==> src/rtl/spi_register_slave_if.sv <==
// 3-wire SPI pin bundle between the configuration controller and a register responder.
interface spi_register_slave_if;
  logic sclk;
  logic csb;
  logic sdio_in;
  logic sdio_out;
  logic sdio_oe;

  modport master (output sclk, csb, sdio_in, input sdio_out, sdio_oe);
  modport slave  (input sclk, csb, sdio_in, output sdio_out, sdio_oe);
endinterface

==> src/rtl/spi_register_slave.sv <==
// SPI register responder: oversamples sclk/csb/sdio in sys_clk, decodes a 16-bit
// instruction and services byte writes/reads against a small register file.
module spi_register_slave #(
  parameter int DEPTH_LOG2 = 4
) (
  input  logic                       sys_clk,
  input  logic                       reset_n,
  spi_register_slave_if.slave        spi,
  output logic                       wr_stb,
  output logic [12:0]                wr_addr,
  output logic [7:0]                 wr_data,
  output logic                       busy
);
  localparam int unsigned DEPTH = 1 << DEPTH_LOG2;

  localparam logic [1:0] ST_IDLE  = 2'd0;
  localparam logic [1:0] ST_INSTR = 2'd1;
  localparam logic [1:0] ST_WDATA = 2'd2;
  localparam logic [1:0] ST_RDATA = 2'd3;

  logic [1:0]  sclk_sync_q, sclk_sync_d, csb_sync_q, csb_sync_d, sdio_sync_q, sdio_sync_d;
  logic        sclk_prev_q, sclk_prev_d, csb_prev_q, csb_prev_d;
  logic        rise_q, rise_d, fall_q, fall_d;
  logic [1:0]  state_q, state_d;
  logic [3:0]  bit_cnt_q, bit_cnt_d;
  logic [14:0] instr_sh_q, instr_sh_d;
  logic [6:0]  dat_sh_q, dat_sh_d;
  logic [7:0]  rd_sh_q, rd_sh_d;
  logic [1:0]  wcnt_q, wcnt_d, byte_cnt_q, byte_cnt_d;
  logic        done_q, done_d;
  logic [12:0] addr_q, addr_d;
  logic        sdio_out_q, sdio_out_d, sdio_oe_q, sdio_oe_d;
  logic        wr_stb_q, wr_stb_d;
  logic [12:0] wr_addr_q, wr_addr_d;
  logic [7:0]  wr_data_q, wr_data_d;

  logic [7:0]            mem_q [DEPTH];
  logic                  mem_we;
  logic [DEPTH_LOG2-1:0] mem_wa;
  logic [7:0]            mem_wd;

  logic        byte_end;
  logic        sdio_bit;
  logic [15:0] instr_next;
  logic [7:0]  wbyte;
  logic [12:0] rd_a;
  logic [7:0]  rd_byte;

  assign sdio_bit   = sdio_sync_q[1];
  assign instr_next = {instr_sh_q, sdio_bit};
  assign wbyte      = {dat_sh_q, sdio_bit};
  // One lookup port: the first byte's address comes from the instruction, later ones from addr-1.
  assign rd_a       = (state_q == ST_INSTR) ? instr_next[12:0] : addr_q - 13'd1;
  assign rd_byte    = ((rd_a >> DEPTH_LOG2) == 13'd0) ? mem_q[rd_a[DEPTH_LOG2-1:0]] : 8'h00;

  always_comb begin
    sclk_sync_d = {sclk_sync_q[0], spi.sclk};
    csb_sync_d  = {csb_sync_q[0], spi.csb};
    sdio_sync_d = {sdio_sync_q[0], spi.sdio_in};
    sclk_prev_d = sclk_sync_q[1];
    csb_prev_d  = csb_sync_q[1];
    rise_d      = sclk_sync_q[1] & ~sclk_prev_q;
    fall_d      = ~sclk_sync_q[1] & sclk_prev_q;

    state_d    = state_q;
    bit_cnt_d  = bit_cnt_q;
    instr_sh_d = instr_sh_q;
    dat_sh_d   = dat_sh_q;
    rd_sh_d    = rd_sh_q;
    wcnt_d     = wcnt_q;
    byte_cnt_d = byte_cnt_q;
    done_d     = done_q;
    addr_d     = addr_q;
    sdio_out_d = sdio_out_q;
    sdio_oe_d  = sdio_oe_q;
    wr_stb_d   = 1'b0;
    wr_addr_d  = wr_addr_q;
    wr_data_d  = wr_data_q;
    mem_we     = 1'b0;
    mem_wa     = addr_q[DEPTH_LOG2-1:0];
    mem_wd     = wbyte;
    byte_end   = 1'b0;

    // csb high overrides any pending edge, so a coincident sclk rise is dropped.
    if (csb_sync_q[1]) begin
      state_d    = ST_IDLE;
      sdio_oe_d  = 1'b0;
      sdio_out_d = 1'b0;
    end else begin
      case (state_q)
        ST_IDLE: begin
          if (csb_prev_q) begin
            state_d   = ST_INSTR;
            bit_cnt_d = '0;
          end
        end
        ST_INSTR: begin
          if (rise_q) begin
            instr_sh_d = instr_next[14:0];
            bit_cnt_d  = bit_cnt_q + 4'd1;
            if (bit_cnt_q == 4'd15) begin
              bit_cnt_d  = '0;
              wcnt_d     = instr_next[14:13];
              addr_d     = instr_next[12:0];
              byte_cnt_d = '0;
              done_d     = 1'b0;
              if (instr_next[15]) begin
                state_d = ST_RDATA;
                rd_sh_d = rd_byte;
              end else begin
                state_d = ST_WDATA;
              end
            end
          end
        end
        ST_WDATA: begin
          if (rise_q) begin
            dat_sh_d  = wbyte[6:0];
            bit_cnt_d = bit_cnt_q + 4'd1;
            if (bit_cnt_q == 4'd7) begin
              bit_cnt_d = '0;
              byte_end  = 1'b1;
              if (!done_q) begin
                wr_stb_d  = 1'b1;
                wr_addr_d = addr_q;
                wr_data_d = wbyte;
                mem_we    = ((addr_q >> DEPTH_LOG2) == 13'd0);
              end
            end
          end
        end
        default: begin
          if (fall_q) begin
            if (!done_q) begin
              sdio_out_d = rd_sh_q[7];
              rd_sh_d    = {rd_sh_q[6:0], 1'b0};
              sdio_oe_d  = 1'b1;
            end else begin
              sdio_out_d = 1'b0;
              sdio_oe_d  = 1'b0;
            end
          end
          if (rise_q) begin
            bit_cnt_d = bit_cnt_q + 4'd1;
            if (bit_cnt_q == 4'd7) begin
              bit_cnt_d = '0;
              byte_end  = 1'b1;
              rd_sh_d   = rd_byte;
            end
          end
        end
      endcase

      if (byte_end) begin
        addr_d = addr_q - 13'd1;
        if (!done_q && wcnt_q != 2'd3) begin
          if (byte_cnt_q == wcnt_q) done_d = 1'b1;
          else                      byte_cnt_d = byte_cnt_q + 2'd1;
        end
      end
    end
  end

  always_ff @(posedge sys_clk or negedge reset_n) begin
    if (!reset_n) begin
      // csb synchronizer resets low so a csb already low at release is not seen as a fall.
      sclk_sync_q <= '0;
      csb_sync_q  <= '0;
      sdio_sync_q <= '0;
      sclk_prev_q <= 1'b0;
      csb_prev_q  <= 1'b0;
      rise_q      <= 1'b0;
      fall_q      <= 1'b0;
      state_q     <= ST_IDLE;
      bit_cnt_q   <= '0;
      instr_sh_q  <= '0;
      dat_sh_q    <= '0;
      rd_sh_q     <= '0;
      wcnt_q      <= '0;
      byte_cnt_q  <= '0;
      done_q      <= 1'b0;
      addr_q      <= '0;
      sdio_out_q  <= 1'b0;
      sdio_oe_q   <= 1'b0;
      wr_stb_q    <= 1'b0;
      wr_addr_q   <= '0;
      wr_data_q   <= '0;
    end else begin
      sclk_sync_q <= sclk_sync_d;
      csb_sync_q  <= csb_sync_d;
      sdio_sync_q <= sdio_sync_d;
      sclk_prev_q <= sclk_prev_d;
      csb_prev_q  <= csb_prev_d;
      rise_q      <= rise_d;
      fall_q      <= fall_d;
      state_q     <= state_d;
      bit_cnt_q   <= bit_cnt_d;
      instr_sh_q  <= instr_sh_d;
      dat_sh_q    <= dat_sh_d;
      rd_sh_q     <= rd_sh_d;
      wcnt_q      <= wcnt_d;
      byte_cnt_q  <= byte_cnt_d;
      done_q      <= done_d;
      addr_q      <= addr_d;
      sdio_out_q  <= sdio_out_d;
      sdio_oe_q   <= sdio_oe_d;
      wr_stb_q    <= wr_stb_d;
      wr_addr_q   <= wr_addr_d;
      wr_data_q   <= wr_data_d;
    end
  end

  always_ff @(posedge sys_clk or negedge reset_n) begin
    if (!reset_n) begin
      for (int unsigned i = 0; i < DEPTH; i++) mem_q[i] <= '0;
    end else if (mem_we) begin
      mem_q[mem_wa] <= mem_wd;
    end
  end

  assign spi.sdio_out = sdio_out_q;
  assign spi.sdio_oe  = sdio_oe_q;
  assign wr_stb       = wr_stb_q;
  assign wr_addr      = wr_addr_q;
  assign wr_data      = wr_data_q;
  assign busy         = (state_q != ST_IDLE);
endmodule

==> src/flat_wrapper.sv <==
// flat-port wrapper written by rule: the top's interface ports become plain ports
module spi_register_slave_flat 
#(
  parameter int DEPTH_LOG2 = 4
)
  (sys_clk, reset_n, wr_stb, wr_addr, wr_data, busy, spi_sclk, spi_csb, spi_sdio_in, spi_sdio_out, spi_sdio_oe);
  spi_register_slave_if spi_i ();
  input  logic sys_clk;
  input  logic reset_n;
  output logic wr_stb;
  output logic [12:0] wr_addr;
  output logic [7:0] wr_data;
  output logic busy;
  input wire logic [$bits(spi_i.sclk)-1:0] spi_sclk;
  input wire logic [$bits(spi_i.csb)-1:0] spi_csb;
  input wire logic [$bits(spi_i.sdio_in)-1:0] spi_sdio_in;
  output wire logic [$bits(spi_i.sdio_out)-1:0] spi_sdio_out;
  output wire logic [$bits(spi_i.sdio_oe)-1:0] spi_sdio_oe;
  assign spi_i.sclk = spi_sclk;
  assign spi_i.csb = spi_csb;
  assign spi_i.sdio_in = spi_sdio_in;
  assign spi_sdio_out = spi_i.sdio_out;
  assign spi_sdio_oe = spi_i.sdio_oe;
  spi_register_slave #(.DEPTH_LOG2(DEPTH_LOG2)) u_core (.sys_clk(sys_clk), .reset_n(reset_n), .spi(spi_i), .wr_stb(wr_stb), .wr_addr(wr_addr), .wr_data(wr_data), .busy(busy));
endmodule
==> config.mk <==
export PLATFORM = sky130hd
export DESIGN_NAME = spi_register_slave_flat
export DESIGN_NICKNAME = d
export VERILOG_FILES = /design/src/rtl/spi_register_slave_if.sv /design/src/rtl/spi_register_slave.sv /design/src/flat_wrapper.sv
export SDC_FILE = /design/constraint.sdc
export NUM_CORES = 1
export LEC_CHECK = 0
export CORE_MARGIN = 8
export CORE_UTILIZATION = 55
export CTS_CLUSTER_DIAMETER = 60
export DETAILED_ROUTE_END_ITERATION = 12
export PLACE_DENSITY = 0.75
export RECOVER_POWER = 50
export SLEW_MARGIN = 10
export SYNTH_ARGS = -nofsm -noshare
export SYNTH_HDL_FRONTEND = slang
export SYNTH_SLANG_ARGS = --single-unit
==> constraint.sdc <==
create_clock -name sys_clk -period 2.7 [get_ports sys_clk]
set_clock_uncertainty 0.2 [all_clocks]
set_input_delay 0.27 -clock sys_clk [delete_from_list [all_inputs] [get_ports sys_clk]]
set_output_delay 0.27 -clock sys_clk [all_outputs]
set_load 0.01 [all_outputs]
==> qor.yml, run 1 <==
run_status:
  violations: "max-capacitance violations, max-slew violations, negative setup slack"
  status: "finished, violations left"
power_and_ir_drop:
  comb_power_share_pct: 4.5
  power_frac_clock_pct: 48.7
  pwr-share-seq_pct: 46.8
  ir_drop_mv: 0.319
  swShare_pct: 21.0
  static-leakage-power_nw: 6.68
  power_mw: 7.05
  switchingPower_mw: 1.48
  power_density_mw_per_mm2: 560
  intPower_mw: 5.57
layout:
  final_area_mm2: 0.0126
  multi_input_area_mm2: 0.00517
  n_fill_cell: 1289
  synthToLayoutAreaGrowth_pct: 20.3
  drive_above_1_share_pct: 30.0
  fin_cells: 1130
  num_antenna_cells: 0
  seq_area_mm2: 0.00541
  nNetsFinal: 892
setup_path:
  start_kind: "flip-flop"
  worstPathMaxFanout: 8
  rr_endpoint: "u_core.mem_q[84]"
  critPathBufInv: 1
  crit_family: "simple AND/OR/NAND/NOR gates"
  cp_cell_sequence: "or4_4, or4_4, nor4_4, and2_2, buf_12, nand2_4, mux2_1"
  rrSetupSlack_ps: -80
  cp.arrival_ps: 2970
  cpMostUsedCell: "or4_4"
  slowest_delay_ps: 540
  path_class: "flip-flop to flip-flop"
  worstPathRequired_ps: 2890
  path_depth: 7
  critPathCaptureType: "flip-flop"
  r2r_start: "u_core.addr_q[5]"
  slowest_stage: "or4_4"
  r2r_cells: 7
floorplanning:
  rows: 50
  io_pins: 30
  die_x_um: 154
  die_h_um: 154
  fp.dieArea_mm2: 0.0237
  coreArea_mm2: 0.0187
  start_util_pct: 55.9
synthesis:
  syn-num-nets: 836
  syn_area_mm2: 0.0105
  yosysTopAreaCell: "dfrtp_1"
  synth.yosys.seq_area_share_pct: 51.7
  synthTopCellsByArea: "dfrtp_1, mux2_1, mux2i_1, mux2_4, mux2_2"
  synth_top_area_share_pct: 51.7
  postSynth.asyncResetShare_pct: 100
  syn_inst: 825
  syn_area_per_cell_um2: 12.7
  synth_edf_count: 0
  yosysWarningCount: 0
  synth-seq-cells: 216
  synth_cell_type_count: 57
  ys.flop_type: "dfrtp_1"
detailed_routing:
  firstDrtPassIters: 5
  drt_iter0_markers: 537
  wire_per_inst_um: 21.6
  dr_wl_met2_mm: 11.8
  routed.top_layer: "met4"
  wl_met1_mm: 11.0
  drc: 0
  vias: 6867
  routed_wirelength_mm: 24.4
  wl_met3_mm: 1.08
  ant_nets: 0
  viasPerCell: 6.08
min_path:
  whs_path_depth: 1
  min_path_type: "primary input to flip-flop"
  hold_start: "spi_sdio_in"
  min_to: "u_core.sdio_sync_q[0]"
global_routing:
  track_usage_pct: 20.3
  grt_pass1_wl_mm: 39.0
  grt_max_degree: 74
  antenna_found_initial: 0
  grt_remaining_overflow: 0
  first_global_vias: 7164
timing:
  slew_headroom_pct: -24.1
  report.final.setup_viol: 97
  drv_slew: 74
  setup_ws_ps: -76.6
  layout_min_cycle_time_ps: 2780
  tightest_slew_ps: 1860
  rsz0062_at_grt: "true"
  fmax_ghz: 0.360
  hold_viol_final: 0
  finalCritPeriodShare_pct: 103
cts:
  h-tree-depth: 1
  cts_buffers: 23
  cts_tree: "done"
  clk_latency_ps: 510
  cts_sinks: 216
  root_buffer: "clkbuf_16"
  clk_pin_slew_worst_paths_ps: 60
  clk_path_buf_depth: 3
placement:
  hpwl_mm: 15.7
  dpl.cell_count: 1084
  globalplace.congestion: 0.896
  dpl_cell_area_mm2: 0.0113
  port-buffer-count: 29
job:
  cap_violations: 1
-- Yosys cell counts (5+ instances only) --
cell	count
dfrtp_1	216
mux2_1	109
mux2i_1	103
nand2_1	48
clkbuf_1	34
mux2_4	32
o21ai_1	31
mux2_2	30
nor2_1	30
a21oi_1	21
nand2_4	12
nor2b_1	10
a22oi_1	9
buf_1	9
o21ai_0	9
nor3_1	8
nor4_1	8
buf_2	7
a211oi_1	6
ha_1	6
inv_1	6
and2_1	5
buf_6	5
nand3_1	5
or4_1	5
-- power groups by stage --
stage | registers [mW] | clock network, mW | logic, mW
floorplan | 3.34 | 0 | 0.177
global placement | 3.35 | 0 | 0.314
detailed placement | 3.36 | 0 | 0.324
CTS | 3.30 | 3.49 | 0.329
global route | 3.30 | 3.62 | 0.346
finish | 3.30 | 3.43 | 0.320
-- cell usage in the layout (no fill, tap or decap), types with 7 or more instances in the layout --
master,count
o21ai_1,29
dfrtp_1,216
a21oi_1,20
mux2_2,29
nor2b_1,10
mux2_4,105
o21ai_0,9
clkbuf_16,23
nand2_1,48
mux2i_1,103
nor2_1,29
a22oi_1,9
buf_4,41
nor3_1,8
mux2_1,37
nor4_1,7
clkdlybuf4s50_1,25
-- what timing repair did --
item	in CTS	in global routing
endpoints found under the hold margin	71	0
hold buffers	3	0
pin swaps	0	5
resized for setup	52	53
setup buffers	1	2
endpoints found under the setup margin	132	138
-- worst register-to-register path: stages, from the launching register on --
cell,delay (ps)
dfrtp_1,380
or4_4,540
or4_4,440
nor4_4,220
and2_2,270
buf_12,130
nand2_4,90
mux2_1,400
-- worst max-delay path by stage --
stage                     start          endpoint  slack, ps
3_5_place_dp   u_core.addr_q[5]  u_core.mem_q[46]       -150
3_3_place_gp   u_core.addr_q[5]  u_core.mem_q[79]       -110
4_1_cts        u_core.addr_q[5]  u_core.mem_q[48]        -80
5_1_grt        u_core.addr_q[5]  u_core.mem_q[55]       -150
6_report       u_core.addr_q[5]  u_core.mem_q[84]        -80
2_1_floorplan  u_core.addr_q[5]   u_core.mem_q[0]         -9
-- cells by family after synthesis --
| family | after synthesis | synth area share (%) |
|---|---|---|
| muxes | 274 | 29.4 |
| DFF | 216 | 51.7 |
| and+or+nand+nor | 160 | 9.23 |
| AOI/OAI and AO/OA | 96 | 5.48 |
| buffers and inverters | 67 | 2.99 |
| xor gates and xnor gates | 6 | 0.502 |
| adders and majority gates | 6 | 0.718 |
-- layout make-up --
class	count	area share, %
Inverter	8	0.239
Timing Repair Buffer	90	6.75
Tap cell	234	2.33
Clock inverter	9	1.40
Clock buffer	31	5.21
Multi-Input combinational cell	542	41.1
Sequential cell	216	43.0
-- state kept, by name (all words and copies together), names as in the netlist, 4 cells and up --
name,flops
u_core.addr_q,13
u_core.bit_cnt_q,4
u_core.dat_sh_q,7
u_core.instr_sh_q,15
u_core.mem_q,128
u_core.rd_sh_q,8
u_core.wr_addr,13
u_core.wr_data,8
-- per-stage QoR --
stage          hold slack, ps  setup TNS, ps  setup WS, ps  util [%]
2_1_floorplan            -226           -242         -8.51         -
4_1_cts                  14.5          -4680         -79.2      66.1
3_5_place_dp              134         -10640          -153      60.4
3_3_place_gp              121          -6930          -115      60.4
5_1_grt                   131         -12620          -147      67.3
6_report                  130          -3760         -76.6      67.3
-- per-layer routing --
metal	up-vias	global-route usage (%)
met5	-	0
met4	0	5.55
met3	40	2.72
met2	180	33.7
met1	3590	27.7
li1	3057	-
Note: power is estimated with default switching activity, not from simulation.
==> run 2: changes to the inputs <==
Settings changed: MAX_ROUTING_LAYER from default to met4.
==> run 2 against run 1 <==
Against the previous run:
- the run still ends with max-capacitance violations, max-slew violations, negative setup slack left
- flip-flop and latch count stayed put
- cell count stayed put
- sequential share of layout area stayed put
- worst setup slack worse by 3.1 ps
- die area stayed put
- critical path depth stayed put
- clock power hardly changed
- total power hardly changed
- sequential power hardly changed
==> qor.yml, run 2 (synthesis gave the netlist of run 1 again) <==
run_status:
  violations: "max-capacitance violations, max-slew violations, negative setup slack"
  status: "finished, violations left"
cts:
  root_buffer: "clkbuf_16"
  cts_buffers: 23
  clk_latency_ps: 510
  clk_pin_slew_worst_paths_ps: 60
  cts_tree: "done"
  clk_path_buf_depth: 3
  cts_sinks: 216
  h-tree-depth: 1
setup_path:
  critPathCaptureType: "flip-flop"
  slowest_stage: "or4_4"
  worstPathMaxFanout: 8
  start_kind: "flip-flop"
  critPathBufInv: 1
  crit_family: "simple AND/OR/NAND/NOR gates"
  cp.arrival_ps: 2970
  cp_cell_sequence: "or4_4, or4_4, nor4_4, and2_2, buf_12, nand2_4, mux2_1"
  slowest_delay_ps: 540
  path_class: "flip-flop to flip-flop"
  worstPathRequired_ps: 2890
  cpMostUsedCell: "or4_4"
layout:
  fin_util_pct: 67.3
  synthToLayoutAreaGrowth_pct: 20.3
  num_antenna_cells: 0
  largestRegisters: "u_core.mem_q (128), u_core.instr_sh_q (15)"
  multi_input_area_mm2: 0.00517
  n_fill_cell: 1289
  seq_area_mm2: 0.00541
  largest_reg_flops: 128
  layout_commonest_cell: "dfrtp_1"
  regMostFlops: "u_core.mem_q"
  mostFrequentLayoutCells: "dfrtp_1, mux2_4, mux2i_1"
  nNetsFinal: 892
  drive_above_1_share_pct: 30.0
timing:
  finalCritPeriodShare_pct: 103
  fmax_ghz: 0.360
  tightest_slew_ps: 1880
  rsz0062_at_grt: "true"
  drv_slew: 74
  layout_min_cycle_time_ps: 2780
  setup_ws_ps: -79.7
  setup-tns-final_ps: -3850
  hold_viol_final: 0
  slew_headroom_pct: -25.0
  report.final.setup_viol: 101
floorplanning:
  io_pins: 30
  start_util_pct: 55.9
  die_x_um: 154
  die_h_um: 154
  rows: 50
  fp.dieArea_mm2: 0.0237
  coreArea_mm2: 0.0187
power_and_ir_drop:
  pwr-share-seq_pct: 46.8
  static-leakage-power_nw: 6.68
  switchingPower_mw: 1.49
  power_frac_clock_pct: 48.7
  power_density_mw_per_mm2: 560
  comb_power_share_pct: 4.5
  swShare_pct: 21.1
  power_mw: 7.05
  ir_drop_mv: 0.319
  intPower_mw: 5.57
min_path:
  min_path_type: "primary input to flip-flop"
detailed_routing:
  routed_wirelength_mm: 24.4
  drc: 0
  wire_per_inst_um: 21.6
  viasPerCell: 6.05
  firstDrtPassIters: 5
  ant_nets: 0
  vias: 6839
  drt_iter0_markers: 554
job:
  cap_violations: 1
global_routing:
  grt_pass1_wl_mm: 39.0
  grt_remaining_overflow: 0
  grt_max_degree: 74
  track_usage_pct: 20.9
  antenna_found_initial: 0
  first_global_vias: 7186
placement:
  port-buffer-count: 29
  hpwl_mm: 15.7
  place_ws_ps: -153
  globalplace.congestion: 0.912
[run 2: cell counts in the layout (fill, tap and decap cells not counted)]
No cell type changed its count.
[run 2: per-layer routing]
layer,share of wire (%),vias up,global-route usage (%)
li1,-,3056,-
met1,45,3559,27.7
met2,49,185,33.7
met3,4.4,39,2.75
met4,1.8,0,5.55
met5,0,-,-
[run 2: timing repair]
action | 4_1_cts | 5_1_grt
setup endpoints to repair | 132 | 138
resized for setup | 52 | 53
buffers inserted | 1 | 2
pin swaps | 0 | 5
endpoints found under the hold margin | 71 | 0
hold buffers | 3 | 0
[run 2: worst reg2reg max path: cells and delay by family (launching register included)]
family,cells,cell delay (ps)
mux,1,400
buf+inv,1,130
flops,1,380
simple gates,5,1560
[run 2: final cells by class]
cell class / instances / share of cell area [%]
Sequential cell: 216 / 43.0
Multi-Input combinational cell: 542 / 41.1
Timing Repair Buffer: 90 / 6.75
Clock buffer: 31 / 5.21
Tap cell: 234 / 2.33
Clock inverter: 9 / 1.40
Inverter: 8 / 0.239
[run 2: path summary, 6_finish.rpt]
check / from / to / slack (ps) / depth (start not counted)
max: u_core.addr_q[5] / u_core.mem_q[84] / -80 / 7
min: spi_sdio_in / u_core.sdio_sync_q[0] / 130 / 1
max reg2reg: u_core.addr_q[5] / u_core.mem_q[84] / -80 / 7
min reg2reg: u_core.csb_sync_q[0] / u_core.csb_sync_q[1] / 150 / 0
max in group asynchronous: reset_n / u_core.mem_q[44] / 360 / 3
min in group asynchronous: reset_n / u_core.wr_addr[8] / 630 / 2
[run 2: metrics by stage]
stage                     hold WS [ps]  cells  instance area, um^2
after floorplan                   -226    825                10500
after global placement             121   1084                11300
after detailed placement           134   1084                11300
after CTS                         14.5   1128                12400
after global routing               131   1130                12600
final                              128   1130                12600
[run 2: power groups by stage]
| stage | Combinational (mW) | Sequential (mW) | Clock [mW] |
|---|---|---|---|
| 6_report | 0.320 | 3.30 | 3.43 |
| 5_1_grt | 0.347 | 3.30 | 3.62 |
| 4_1_cts | 0.329 | 3.30 | 3.49 |
| 3_5_place_dp | 0.324 | 3.36 | 0 |
| 2_1_floorplan | 0.177 | 3.34 | 0 |
| 3_3_place_gp | 0.314 | 3.35 | 0 |
==> run 3: changes to the inputs <==
Settings changed: PLACE_DENSITY 0.75 to 0.72.
Clock period 2.7 ns to 3.24 ns, I/O delays scaled along.
==> run 3 against run 2 <==
Against the previous run:
- the flow finishes with violations (max-capacitance violations, max-slew violations)
- wire length is 8.3% lower
- global-route usage is 1.0 points lower
- via count is 5.5% lower
- highest routed layer unchanged
- combinational power is 22% lower
==> qor.yml, run 3 (synthesis gave the netlist of run 1 again) <==
setup_path:
  worstPathRequired_ps: 3420
  critPathBufInv: 1
  critPathCaptureType: "flip-flop"
  crit_family: "simple AND/OR/NAND/NOR gates"
  path_class: "flip-flop to flip-flop"
  worstPathMaxFanout: 8
  slowest_delay_ps: 540
  cpMostUsedCell: "or4_4"
  start_kind: "flip-flop"
  slowest_stage: "or4_4"
  cp.arrival_ps: 3140
  cp_cell_sequence: "or4_4, or4_4, nor4_4, and2_1, buf_4, nand2_4, mux2_1"
floorplanning:
  io_pins: 30
  fp.dieArea_mm2: 0.0237
  start_util_pct: 55.9
  die_x_um: 154
  rows: 50
  coreArea_mm2: 0.0187
  die_h_um: 154
timing:
  drv_slew: 76
  layout_min_cycle_time_ps: 2960
  finalCritPeriodShare_pct: 91.2
  setup-tns-final_ps: 0
  slew_headroom_pct: -29.7
  tightest_slew_ps: 1950
  fmax_ghz: 0.338
  hold_ws_ps: 153
  hold_viol_final: 0
  rsz0062_at_grt: "false"
  report.final.setup_viol: 0
layout:
  synthToLayoutAreaGrowth_pct: 12.9
  largestRegisters: "u_core.mem_q (128), u_core.instr_sh_q (15)"
  mostFrequentLayoutCells: "dfrtp_1, mux2_1, mux2i_1"
  layout_commonest_cell: "dfrtp_1"
  drive_above_1_share_pct: 17.5
  nNetsFinal: 862
  num_antenna_cells: 0
  largest_reg_flops: 128
  regMostFlops: "u_core.mem_q"
cts:
  h-tree-depth: 1
  cts_buffers: 24
  clk_latency_ps: 510
  cts_sinks: 216
  clk_pin_slew_worst_paths_ps: 60
  root_buffer: "clkbuf_16"
  clk_path_buf_depth: 3
  cts_tree: "done"
detailed_routing:
  routed_wirelength_mm: 22.4
  vias: 6462
  drc: 0
  drt_iter0_markers: 343
  ant_nets: 0
  firstDrtPassIters: 5
  viasPerCell: 5.89
  wire_per_inst_um: 20.4
power_and_ir_drop:
  power_density_mw_per_mm2: 473
  ir_drop_mv: 0.404
  static-leakage-power_nw: 6.31
global_routing:
  grt_pass1_wl_mm: 37.4
  antenna_found_initial: 0
  first_global_vias: 6886
  grt_remaining_overflow: 0
  grt_max_degree: 78
  track_usage_pct: 19.9
placement:
  hpwl_mm: 15.3
  globalplace.congestion: 0.867
  port-buffer-count: 29
job:
  cap_violations: 1
min_path:
  min_path_type: "flip-flop to flip-flop"
run_status:
  status: "finished, violations left"
  violations: "max-capacitance violations, max-slew violations"
run 3: final timing paths:
| check | from | to | slack [ps] | depth (start not counted) |
|---|---|---|---|---|
| setup / recovery | u_core.addr_q[7] | u_core.mem_q[127] | 280 | 7 |
| max in group asynchronous | reset_n | u_core.addr_q[8] | 810 | 3 |
| hold / removal | u_core.sclk_sync_q[0] | u_core.sclk_sync_q[1] | 150 | 0 |
| hold reg to reg | u_core.sclk_sync_q[0] | u_core.sclk_sync_q[1] | 150 | 0 |
| min in group asynchronous | reset_n | u_core.mem_q[17] | 700 | 2 |
| setup reg to reg | u_core.addr_q[7] | u_core.mem_q[127] | 280 | 7 |
run 3: where the power goes:
| part | leakage, nW | internal (mW) | switching, mW |
|---|---|---|---|
| Combinational | 2.95 | 0.0979 | 0.151 |
| Clock | 0.369 | 1.56 | 1.03 |
| Sequential | 2.99 | 2.72 | 0.0291 |
run 3: area by class of cell:
cell class / count / area [um^2]
clock buffers: 34 / 699
clock inverters: 4 / 45.0
fillers: 1447 / 6890
inverters: 8 / 30.0
multi-input cells: 542 / 4770
flip-flops and latches: 216 / 5410
well taps: 234 / 293
repair buffers: 59 / 576
run 3: through the flow:
stage | cell area [um^2] | worst slack (ps) | power [mW] | instances | utilization [%]
after floorplan | 10500 | 457 | 2.93 | 825 | -
after global placement | 11000 | 314 | 3.05 | 1056 | 59.1
after detailed placement | 11000 | 214 | 3.05 | 1056 | 59.1
after CTS | 11800 | 241 | 5.65 | 1095 | 63.1
after global routing | 11800 | 111 | 5.78 | 1097 | 63.2
final | 11800 | 285 | 5.59 | 1097 | 63.2
run 3: worst reg2reg max path, delay by kind of cell (launching register included):
kind                   cells  cell delay [ps]
buffers and inverters      1              190
flip-flops                 1              430
multiplexers               1              350
AND/OR/NAND/NOR            5             1670
run 3: repair_timing:
action | 4_1_cts | 5_1_grt
hold buffers | 1 | 0
endpoints found under the setup margin | 0 | 1
endpoints found under the hold margin | 74 | 0
resized for setup | 0 | 1
buffers inserted | 0 | 2
run 3: per-layer routing:
| metal | track usage [%] | vias to the layer above | part of all wire (%) |
|---|---|---|---|
| li1 | - | 3014 | - |
| met1 | 26.3 | 3286 | 46 |
| met2 | 32.3 | 128 | 49 |
| met3 | 2.63 | 34 | 3.7 |
| met4 | 4.71 | 0 | 1.8 |
| met5 | - | - | 0 |
